### src/rtl/gshare_bht.sv
// Gshare branch history table: PC-xor-history indexed 2-D counter table with
// zero-latency multi-slot prediction, saturating updates, and a row-by-row clear FSM.
module gshare_bht #(
   parameter int unsigned  NR_ENTRIES      = 1024,
   parameter int unsigned  INSTR_PER_FETCH = 2,
   parameter int unsigned  CTR_BITS        = 2,
   parameter int unsigned  GHR_BITS        = 8,
   parameter int unsigned  VLEN            = 32,
   localparam int unsigned NR_ROWS         = NR_ENTRIES / INSTR_PER_FETCH,
   localparam int unsigned ROW_BITS        = $clog2(NR_ROWS),
   localparam int unsigned COL_BITS        = $clog2(INSTR_PER_FETCH)
) (
   input  logic                       clk_i,
   input  logic                       rst_i,
   input  logic                       flush_bp_i,
   input  logic                       debug_mode_i,
   input  logic [VLEN-1:0]            vpc_i,
   input  logic                       update_valid_i,
   input  logic [VLEN-1:0]            update_pc_i,
   input  logic                       update_taken_i,
   input  logic [ROW_BITS-1:0]        update_row_i,
   input  logic                       ghr_shift_i,
   input  logic                       ghr_shift_taken_i,
   input  logic                       ghr_restore_i,
   input  logic [GHR_BITS-1:0]        ghr_restore_val_i,
   output logic [INSTR_PER_FETCH-1:0] pred_valid_o,
   output logic [INSTR_PER_FETCH-1:0] pred_taken_o,
   output logic [ROW_BITS-1:0]        pred_row_o,
   output logic [GHR_BITS-1:0]        ghr_o,
   output logic                       busy_o
);

   localparam int unsigned         OFFSET  = 1;
   localparam int unsigned         COL_W   = (COL_BITS == 0) ? 1 : COL_BITS;
   localparam logic [CTR_BITS-1:0] CTR_MAX = '1;
   localparam logic [CTR_BITS-1:0] CTR_WNT = {1'b0, {(CTR_BITS-1){1'b1}}};
   localparam logic [ROW_BITS-1:0] LAST_ROW = ROW_BITS'(NR_ROWS - 1);

   typedef enum logic {
      ST_IDLE,
      ST_CLEAR
   } state_e;

   state_e              r_state;
   state_e              w_state_nxt;
   logic [ROW_BITS-1:0] r_clr_cnt;
   logic [ROW_BITS-1:0] w_clr_cnt_nxt;
   logic [GHR_BITS-1:0] r_ghr;
   logic [GHR_BITS-1:0] w_ghr_nxt;
   logic [GHR_BITS-1:0] w_ghr_shifted;
   logic [ROW_BITS-1:0] w_hist;
   logic [ROW_BITS-1:0] w_row;
   logic                w_busy;
   logic                w_upd_en;
   logic [COL_W-1:0]    w_upd_col;
   logic [CTR_BITS-1:0] w_upd_old;
   logic [CTR_BITS-1:0] w_upd_new;

   logic [CTR_BITS-1:0] r_table [NR_ROWS][INSTR_PER_FETCH];

   // History is zero-extended or truncated to the row index width.
   generate
      if (GHR_BITS >= ROW_BITS) begin : g_hist_trunc
         assign w_hist = r_ghr[ROW_BITS-1:0];
      end else begin : g_hist_ext
         assign w_hist = {{(ROW_BITS-GHR_BITS){1'b0}}, r_ghr};
      end

      if (GHR_BITS == 1) begin : g_shift_one
         assign w_ghr_shifted = ghr_shift_taken_i;
      end else begin : g_shift_multi
         assign w_ghr_shifted = {r_ghr[GHR_BITS-2:0], ghr_shift_taken_i};
      end

      if (COL_BITS == 0) begin : g_col_none
         assign w_upd_col = '0;
      end else begin : g_col_sel
         assign w_upd_col = update_pc_i[OFFSET +: COL_W];
      end
   endgenerate

   assign w_busy     = (r_state == ST_CLEAR);
   assign busy_o     = w_busy;
   assign ghr_o      = r_ghr;
   assign w_row      = vpc_i[OFFSET+COL_BITS +: ROW_BITS] ^ w_hist;
   assign pred_row_o = w_row;
   assign pred_valid_o = w_busy ? '0 : '1;

   generate
      for (genvar g = 0; g < INSTR_PER_FETCH; g++) begin : g_pred
         assign pred_taken_o[g] = r_table[w_row][g][CTR_BITS-1];
      end
   endgenerate

   always_comb begin
      w_state_nxt   = r_state;
      w_clr_cnt_nxt = r_clr_cnt;
      case (r_state)
         ST_IDLE: begin
            if (flush_bp_i) begin
               w_state_nxt   = ST_CLEAR;
               w_clr_cnt_nxt = '0;
            end
         end
         ST_CLEAR: begin
            if (flush_bp_i) begin
               w_clr_cnt_nxt = '0;
            end else if (r_clr_cnt == LAST_ROW) begin
               w_state_nxt   = ST_IDLE;
               w_clr_cnt_nxt = '0;
            end else begin
               w_clr_cnt_nxt = r_clr_cnt + 1'b1;
            end
         end
         default: begin
            w_state_nxt   = ST_CLEAR;
            w_clr_cnt_nxt = '0;
         end
      endcase
   end

   always_comb begin
      w_ghr_nxt = r_ghr;
      if (flush_bp_i) begin
         w_ghr_nxt = '0;
      end else if (ghr_restore_i) begin
         w_ghr_nxt = ghr_restore_val_i;
      end else if (ghr_shift_i) begin
         w_ghr_nxt = w_ghr_shifted;
      end
   end

   always_ff @(posedge clk_i or posedge rst_i) begin
      if (rst_i) begin
         r_state   <= ST_CLEAR;
         r_clr_cnt <= '0;
         r_ghr     <= '0;
      end else begin
         r_state   <= w_state_nxt;
         r_clr_cnt <= w_clr_cnt_nxt;
         r_ghr     <= w_ghr_nxt;
      end
   end

   always_comb begin
      w_upd_en  = update_valid_i && !debug_mode_i && !w_busy;
      w_upd_old = r_table[update_row_i][w_upd_col];
      w_upd_new = w_upd_old;
      if (update_taken_i) begin
         if (w_upd_old != CTR_MAX) w_upd_new = w_upd_old + 1'b1;
      end else begin
         if (w_upd_old != '0) w_upd_new = w_upd_old - 1'b1;
      end
   end

   // Updates are gated off while clearing, so the clear write always wins a collision.
   always_ff @(posedge clk_i) begin
      if (w_busy) begin
         for (int unsigned c = 0; c < INSTR_PER_FETCH; c++) begin
            r_table[r_clr_cnt][COL_W'(c)] <= CTR_WNT;
         end
      end else if (w_upd_en) begin
         r_table[update_row_i][w_upd_col] <= w_upd_new;
      end
   end

endmodule

### config.mk
export PLATFORM = sky130hd
export DESIGN_NAME = gshare_bht
export DESIGN_NICKNAME = d
export VERILOG_FILES = /design/src/rtl/gshare_bht.sv
export SDC_FILE = /design/constraint.sdc
export NUM_CORES = 2
export LEC_CHECK = 0
export CAP_MARGIN = 20
export CORE_MARGIN = 2
export CORE_UTILIZATION = 32
export CTS_BUF_LIST = sky130_fd_sc_hd__clkbuf_4
export DETAILED_ROUTE_END_ITERATION = 10
export GPL_TIMING_DRIVEN = 1
export PLACE_DENSITY_LB_ADDON = 0.2
export SETUP_SLACK_MARGIN = 0.15
export SYNTH_ARGS = -nofsm -noshare
export SYNTH_HDL_FRONTEND = slang
export SYNTH_SLANG_ARGS = --single-unit
### constraint.sdc
create_clock -name clk_i -period 47.8 [get_ports clk_i]
set_input_delay 4.78 -clock clk_i [delete_from_list [all_inputs] [get_ports clk_i]]
set_output_delay 4.78 -clock clk_i [all_outputs]
set_load 0.01 [all_outputs]
## Yosys cells after proc, flatten, opt, wreduce, memory -nomap -nowiden

Memory sizes are Yosys's and may differ from the RTL's.
Index checks and enable logic that the tools add are counted.

| storage, ports and cells | value |
|---|---|
| register bits | 18 |
| memory bits (writable) | 2048 |
| bits of input ports | 90 |
| word-level logic and storage cells | 51 |
| memories kept | 1 |

Memories:

| memory | depth | width | rd ports | clocked after memory_dff | wr ports | RTL line | text |
|---|---|---|---|---|---|---|---|
| r_table | 512 | 4 | 2 | 0 | 1 | 59 | `logic [CTR_BITS-1:0] r_table [NR_ROWS][INSTR_PER_FETCH];` |

| operators by class | value |
|---|---|
| add/sub/neg operators | 3 |
| order comparisons | 2 |
| equality and inequality tests | 3 |
| multiplexer cells | 28 |
| bitwise gates (word level) | 3 |
| reduce and logical (&&, ||, !) cells | 8 |

Operators with widths:

| operator | number |
|---|---|
| 2-to-1 mux 9 bit | 4 |
| 2-to-1 mux 8 bit | 3 |
| case mux 9 bit (2 select lines) | 1 |
| 2-to-1 mux 2 bit | 8 |
| 2-to-1 mux 4 bit | 3 |
| adder 9 x 1 -> 9 bit (second input constant) | 1 |
| == test 9 bit (second input constant) | 1 |
| bitwise XOR 9 x 8 -> 9 bit | 1 |
| 2-to-1 mux 1 bit | 7 |
| != test 2 bit (second input constant) | 2 |
| OR reduction 4 bit | 1 |
| logical AND 1 bit | 3 |
| nonzero test 3 bit | 1 |
| adder 2 x 1 -> 2 bit (second input constant) | 1 |
| demux 2 bit (select 1 bit) | 1 |
| greater-or-equal comparator 2 bit (second input constant) | 1 |
| zero test 1 bit | 2 |
| less-than comparator 2 x 1 -> 1 bit (second input constant) | 1 |
| inverter 1 -> 2 bit | 1 |
| case mux 1 bit (2 select lines) | 1 |
| nonzero test 2 bit | 1 |
| subtractor 2 x 1 -> 2 bit (second input constant) | 1 |
| inverter 1 bit | 1 |

## Logic depth before layout (Yosys ltp)

| logic depth | value |
|---|---|
| depth after elaboration | 8 |
| depth in mapped cells | 18 |
| depth with buffers taken out | 9 |

## Worst setup path after synthesis

No wires, ideal clock.

| path | value |
|---|---|
| path type | input-to-reg |
| from | in update_row_i[0] |
| to | mem r_table[0][0] in the netlist's numbering (data pin) |
| library setup time | 5674 ps |
| arrival time | 34645 ps |
| path slack | 7481 ps |
| stages on the path | 15 |
| path buffers | 7 |
| cell sequence | buf_6 > buf_6 > buf_6 > buf_8 > buf_6 > buf_4 > buf_4 > mux4_2 > a221oi_1 > o21ai_0 > nand3_1 > a311oi_1 > o21bai_1 > a2111oi_0 > a21oi_1 |

| on the way | value |
|---|---|
| longest elaborated chain between the ends | 8 |
| elaborated cells between the ends (all ways) | 12 |

Ends and longest elaborated chain:

| element | RTL line | text |
|---|---|---|
| start: declaration | 21 | `input logic [ROW_BITS-1:0] update_row_i,` |
| memory read (512 x 4 bit) (*) | -- |  |
| 2-to-1 mux 2 bit (not written as such) (*) (3 in series) | 147 | `w_upd_old = r_table[update_row_i][w_upd_col];` |
| subtractor 2 x 1 -> 2 bit (tied with other cells) | 152 | `if (w_upd_old != '0) w_upd_new = w_upd_old - 1'b1;` |
| 2-to-1 mux 2 bit (on tied branches) | 152, 150 |  |
| 2-to-1 mux 2 bit (*) | 149 | `if (update_taken_i) begin` |
| 2-to-1 mux 4 bit (no source line) (*) | -- |  |
| end: declaration | 59 |  |

Mark *: on every way between the ends. The rest lies on a longest branch, timed or not. The select of a mux whose other input is x is not followed.

## Final worst setup path

| path | value |
|---|---|
| from | in vpc_i[3] |
| to | out pred_taken_o[1] |

| on the way | value |
|---|---|
| longest elaborated chain between the ends | 2 |

Ends and longest elaborated chain:

| element | RTL line | text |
|---|---|---|
| start: declaration | 17 | `input logic [VLEN-1:0] vpc_i,` |
| bitwise XOR 9 x 8 -> 9 bit | 85 | `assign w_row = vpc_i[OFFSET+COL_BITS +: ROW_BITS] ^ w_hist;` |
| memory read (512 x 4 bit) | -- |  |
| end: declaration | 27 | `output logic [INSTR_PER_FETCH-1:0] pred_taken_o,` |

Every way passes these cells.

==> metrics.cfg <==
[status]
status = finished, final reports clean

[critical_path]
cp_slowest_cell = buf_4
cp_num_buf_inv = 5
cp_cell_sequence = clkdlybuf4s50_1, xor2_4, buf_4, buf_12, buf_4, mux4_2, mux4_2, mux4_2, mux4_2, mux2_2, clkdlybuf4s50_1
path_common_cell = mux4_2
r2r-end = r_table[12][3]$_DFFE_PP_
r2r.worst_path.cells = 12
cp.depth = 11
endpoint = pred_taken_o[1]
arrival_ps = 10740
reg2reg_slack_ps = 40980
worstReg2RegStart = r_table[400][3]$_DFFE_PP_
crit_path_max_fanout = 104
startpoint_type = primary input
max_stage_delay_ps = 850
crit_required_ps = 43020
crit_start = vpc_i[3]
path_class = primary input to output port
crit_family = buffers and inverters
crit_path_end_kind = output port

[pwr]
vdd.ir_drop.worst_mv = 0.0215
pwr-share-comb_pct = 6.8
seqPwrFrac_pct = 51.7
p_leak_nw = 37.5
switching_share_pct = 24.6
netSwitchingPower_uw = 933
power_density_nw_per_um2 = 36.1
p_int_mw = 2.86
p_clk_share_pct = 41.5

[cts]
cts.sinks = 2066
clk_latency_ps = 1340
cts_inserted_buffers = 566
cts_hold_buffers = 0
clock-root-buffer = clkbuf_4
cts_resized = 0
clockBufferDepth = 4
htreeDepth = 6
post-cts-setup-buffer-count = 0
cts_tree = yes
clkTransAtPathRegs_ps = 70

[synthesis]
synth_top_family_by_area = multiplexers
synthAdderAreaFrac_pct = 0.0269
synth_warnings = 0
syn_avg_cell_area_um2 = 17.2
yosysSeqAreaShare_pct = 66.5
syn_nets = 5497
synth_seq_cells = 2066
synth_top_area_share_pct = 66.1
ys.flop_type = edfxtp_1
netlist_instances = 5405
synthArstFlopShare_pct = 0.871
yosys.area.top_type = edfxtp_1
synth_cell_types = 79
synth_xor_area_share_pct = 0.0753
synth.area.top_cells = edfxtp_1 66%, mux4_2 19%, nor2_1 4.5%, mux2i_1 2.5%, clkbuf_1 1.2%
synth_edf_count = 2048
muxShareOfSynthArea_pct = 21.7
synth-simple-area-share_pct = 6.19
synth-compound-area-share_pct = 2.81
syn_area_um2 = 93100

[floorplan]
rows = 198
start_util_pct = 32.1
coreArea_um2 = 290000
die-width_um = 543
io-pin-count = 112
die_h_um = 543
die-area_um2 = 295000

[timing]
period_needed_ps = 15520
fmax_ghz = 0.0644
finClkSkew_ps = 94.4
tightest_slew_ps = 1290
rsz0062_at_grt = false
finalSetupViolations = 0
fin_tns_setup_ps = 0
slew_headroom_pct = 13.1
slew_violations = 0
finalCritPeriodShare_pct = 32.5
hold_viol_final = 0
fin_ws_ps = 32280

[layout]
fin_nets = 5837
syn_to_final_growth_pct = 12.7
num-fill-cells = 27300
drive_gt1_share_pct = 31.6

[detailed_routing]
dr_total_vias = 56400
drc = 0
wl_per_cell_um = 32.3
drtIter0Drc = 6821
ant_nets = 0
vias_per_cell = 5.63
drtPass1Iterations = 5
finalWirelength_mm = 324

[placement]
preCtsSetupSlack_ps = 32350
port_buffers = 57
place.detailed.hpwl_mm = 184
routabilityCongestion = 0.844

[grt]
grtUsageTotal_pct = 21.6
antenna_found_initial = 27
first_global_vias = 57700
gr-total-overflow = 0
grt_max_degree = 254
grt_pass1_wl_mm = 448

[flow_run]
max_cap_violations = 0

[worst_hold_path]
hold_path_class = flip-flop to flip-flop

==> sequential cells by signal, indices dropped and copies added (netlist names) <==
name / count
r_table: 2048
r_clr_cnt: 9
ghr_o: 8
busy_o: 1
==> layout make-up <==
| type | instances | area (µm²) | share of cell area, % |
|---|---|---|---|
| repair buffers | 247 | 2240 | 2.13 |
| inverters | 14 | 67.6 | 0.0644 |
| multi-input cells | 2850 | 29000 | 27.6 |
| clock inverters | 138 | 787 | 0.750 |
| diodes | 8 | 20.0 | 0.0191 |
| well taps | 3900 | 4880 | 4.65 |
| flip-flops and latches | 2066 | 62000 | 59.0 |
| clock buffers | 803 | 6030 | 5.74 |
==> worst register-to-register path: stages, from the launching register on <==
cell,delay (ps)
edfxtp_1,350
nor2b_1,140
a211oi_1,60
a2111oi_0,730
nor4_1,190
or4_1,720
or4_1,580
or4b_4,540
a221oi_2,320
a31o_4,160
buf_12,670
buf_4,840
buf_4,1030
==> synth_stat cells, types with 5 or more instances <==
cell / number
edfxtp_1: 2048
inv_1: 11
nor2b_1: 18
mux2_2: 21
buf_1: 24
a2111oi_0: 13
o21ai_0: 38
nor4_1: 10
nor3b_1: 5
nor3_1: 18
and2_1: 10
dfrtp_1: 17
mux4_2: 785
nand2_1: 176
o2111ai_1: 6
a31oi_1: 10
o221ai_1: 27
a221oi_1: 18
a22o_1: 7
nor2_1: 1113
mux2i_1: 231
o31ai_1: 6
buf_2: 56
o21ai_1: 5
a311oi_1: 5
o211ai_1: 8
buf_6: 30
and3_1: 15
a21oi_1: 59
clkbuf_1: 294
a211oi_1: 18
nand3_1: 23
a22oi_1: 58
buf_4: 67
or2_2: 5
a32oi_1: 11
xor2_1: 5
nand2b_1: 17
o22ai_1: 29
or3_1: 8
==> power by group through the flow <==
stage / registers [mW] / logic [mW] / clock network, mW
4_1_cts: 1.96 / 0.258 / 1.62
3_5_place_dp: 2.00 / 0.257 / 0
6_report: 1.96 / 0.258 / 1.57
2_1_floorplan: 2.00 / 0.144 / 0
3_3_place_gp: 2.00 / 0.258 / 0
5_1_grt: 1.96 / 0.264 / 1.71
==> metrics by stage <==
step / cell area, µm² / std cells / power, mW / hold WS, ps / util, %
final: 105000 / 10000 / 3.79 / 618 / 36.2
after global routing: 105000 / 10000 / 3.93 / 674 / 36.2
after CTS: 105000 / 10000 / 3.84 / 613 / 36.1
after detailed placement: 97900 / 9068 / 2.26 / 596 / 33.7
after global placement: 97900 / 9067 / 2.26 / 609 / 33.7
after floorplan: 93100 / 5405 / 2.15 / 541 / -
==> placed cells by master, fill, tap and decap left out, types with 15 or more instances in the layout <==
master           instances
edfxtp_1              2048
nor2_1                1109
clkbuf_4               803
mux4_2                 785
mux2i_1                231
buf_4                  173
nand2_1                139
clkinv_1                89
a21oi_1                 58
a22oi_1                 58
clkdlybuf4s50_1         50
o21ai_0                 38
nand2_2                 37
o22ai_1                 29
o221ai_1                27
inv_2                   24
nand3_1                 23
mux2_2                  21
a211oi_1                18
a221oi_1                18
nor3_1                  18
dfrtp_1                 17
nand2b_1                16
and3_1                  15
==> kinds of logic (layout without fill, tap and decap cells) <==
group / Yosys count / count (layout)
flip-flops: 2066 / 2066
AND/OR/NAND/NOR: 1438 / 1438
multiplexers: 1037 / 1037
buffers and inverters: 489 / 1202
AO/OA/AOI/OAI: 365 / 365
XOR/XNOR: 8 / 8
adder cells (fa/ha/maj): 2 / 2
other: 0 / 8
==> worst min-delay path by stage <==
stage | startpoint | end | slack (ps) | depth (start not counted)
final | r_clr_cnt[6]$_DFFE_PP0P_ | r_clr_cnt[6]$_DFFE_PP0P_ | 620 | 2
after global routing | r_clr_cnt[1]$_DFFE_PP0P_ | r_clr_cnt[1]$_DFFE_PP0P_ | 670 | 2
after CTS | r_clr_cnt[6]$_DFFE_PP0P_ | r_clr_cnt[6]$_DFFE_PP0P_ | 610 | 2
after detailed placement | r_clr_cnt[6]$_DFFE_PP0P_ | r_clr_cnt[6]$_DFFE_PP0P_ | 600 | 2
after global placement | r_clr_cnt[6]$_DFFE_PP0P_ | r_clr_cnt[6]$_DFFE_PP0P_ | 610 | 2
after floorplan | r_clr_cnt[6]$_DFFE_PP0P_ | r_clr_cnt[6]$_DFFE_PP0P_ | 540 | 2
==> routing by layer <==
layer  up-vias  track usage [%]  share of wire (%)
met4        10             8.31                3.6
li1      22700                -                  -
met5         -                0              0.019
met2      2910             34.6                 47
met3       556             4.70                8.4
met1     30200             28.8                 41
Power figures use the tool's default switching activity.
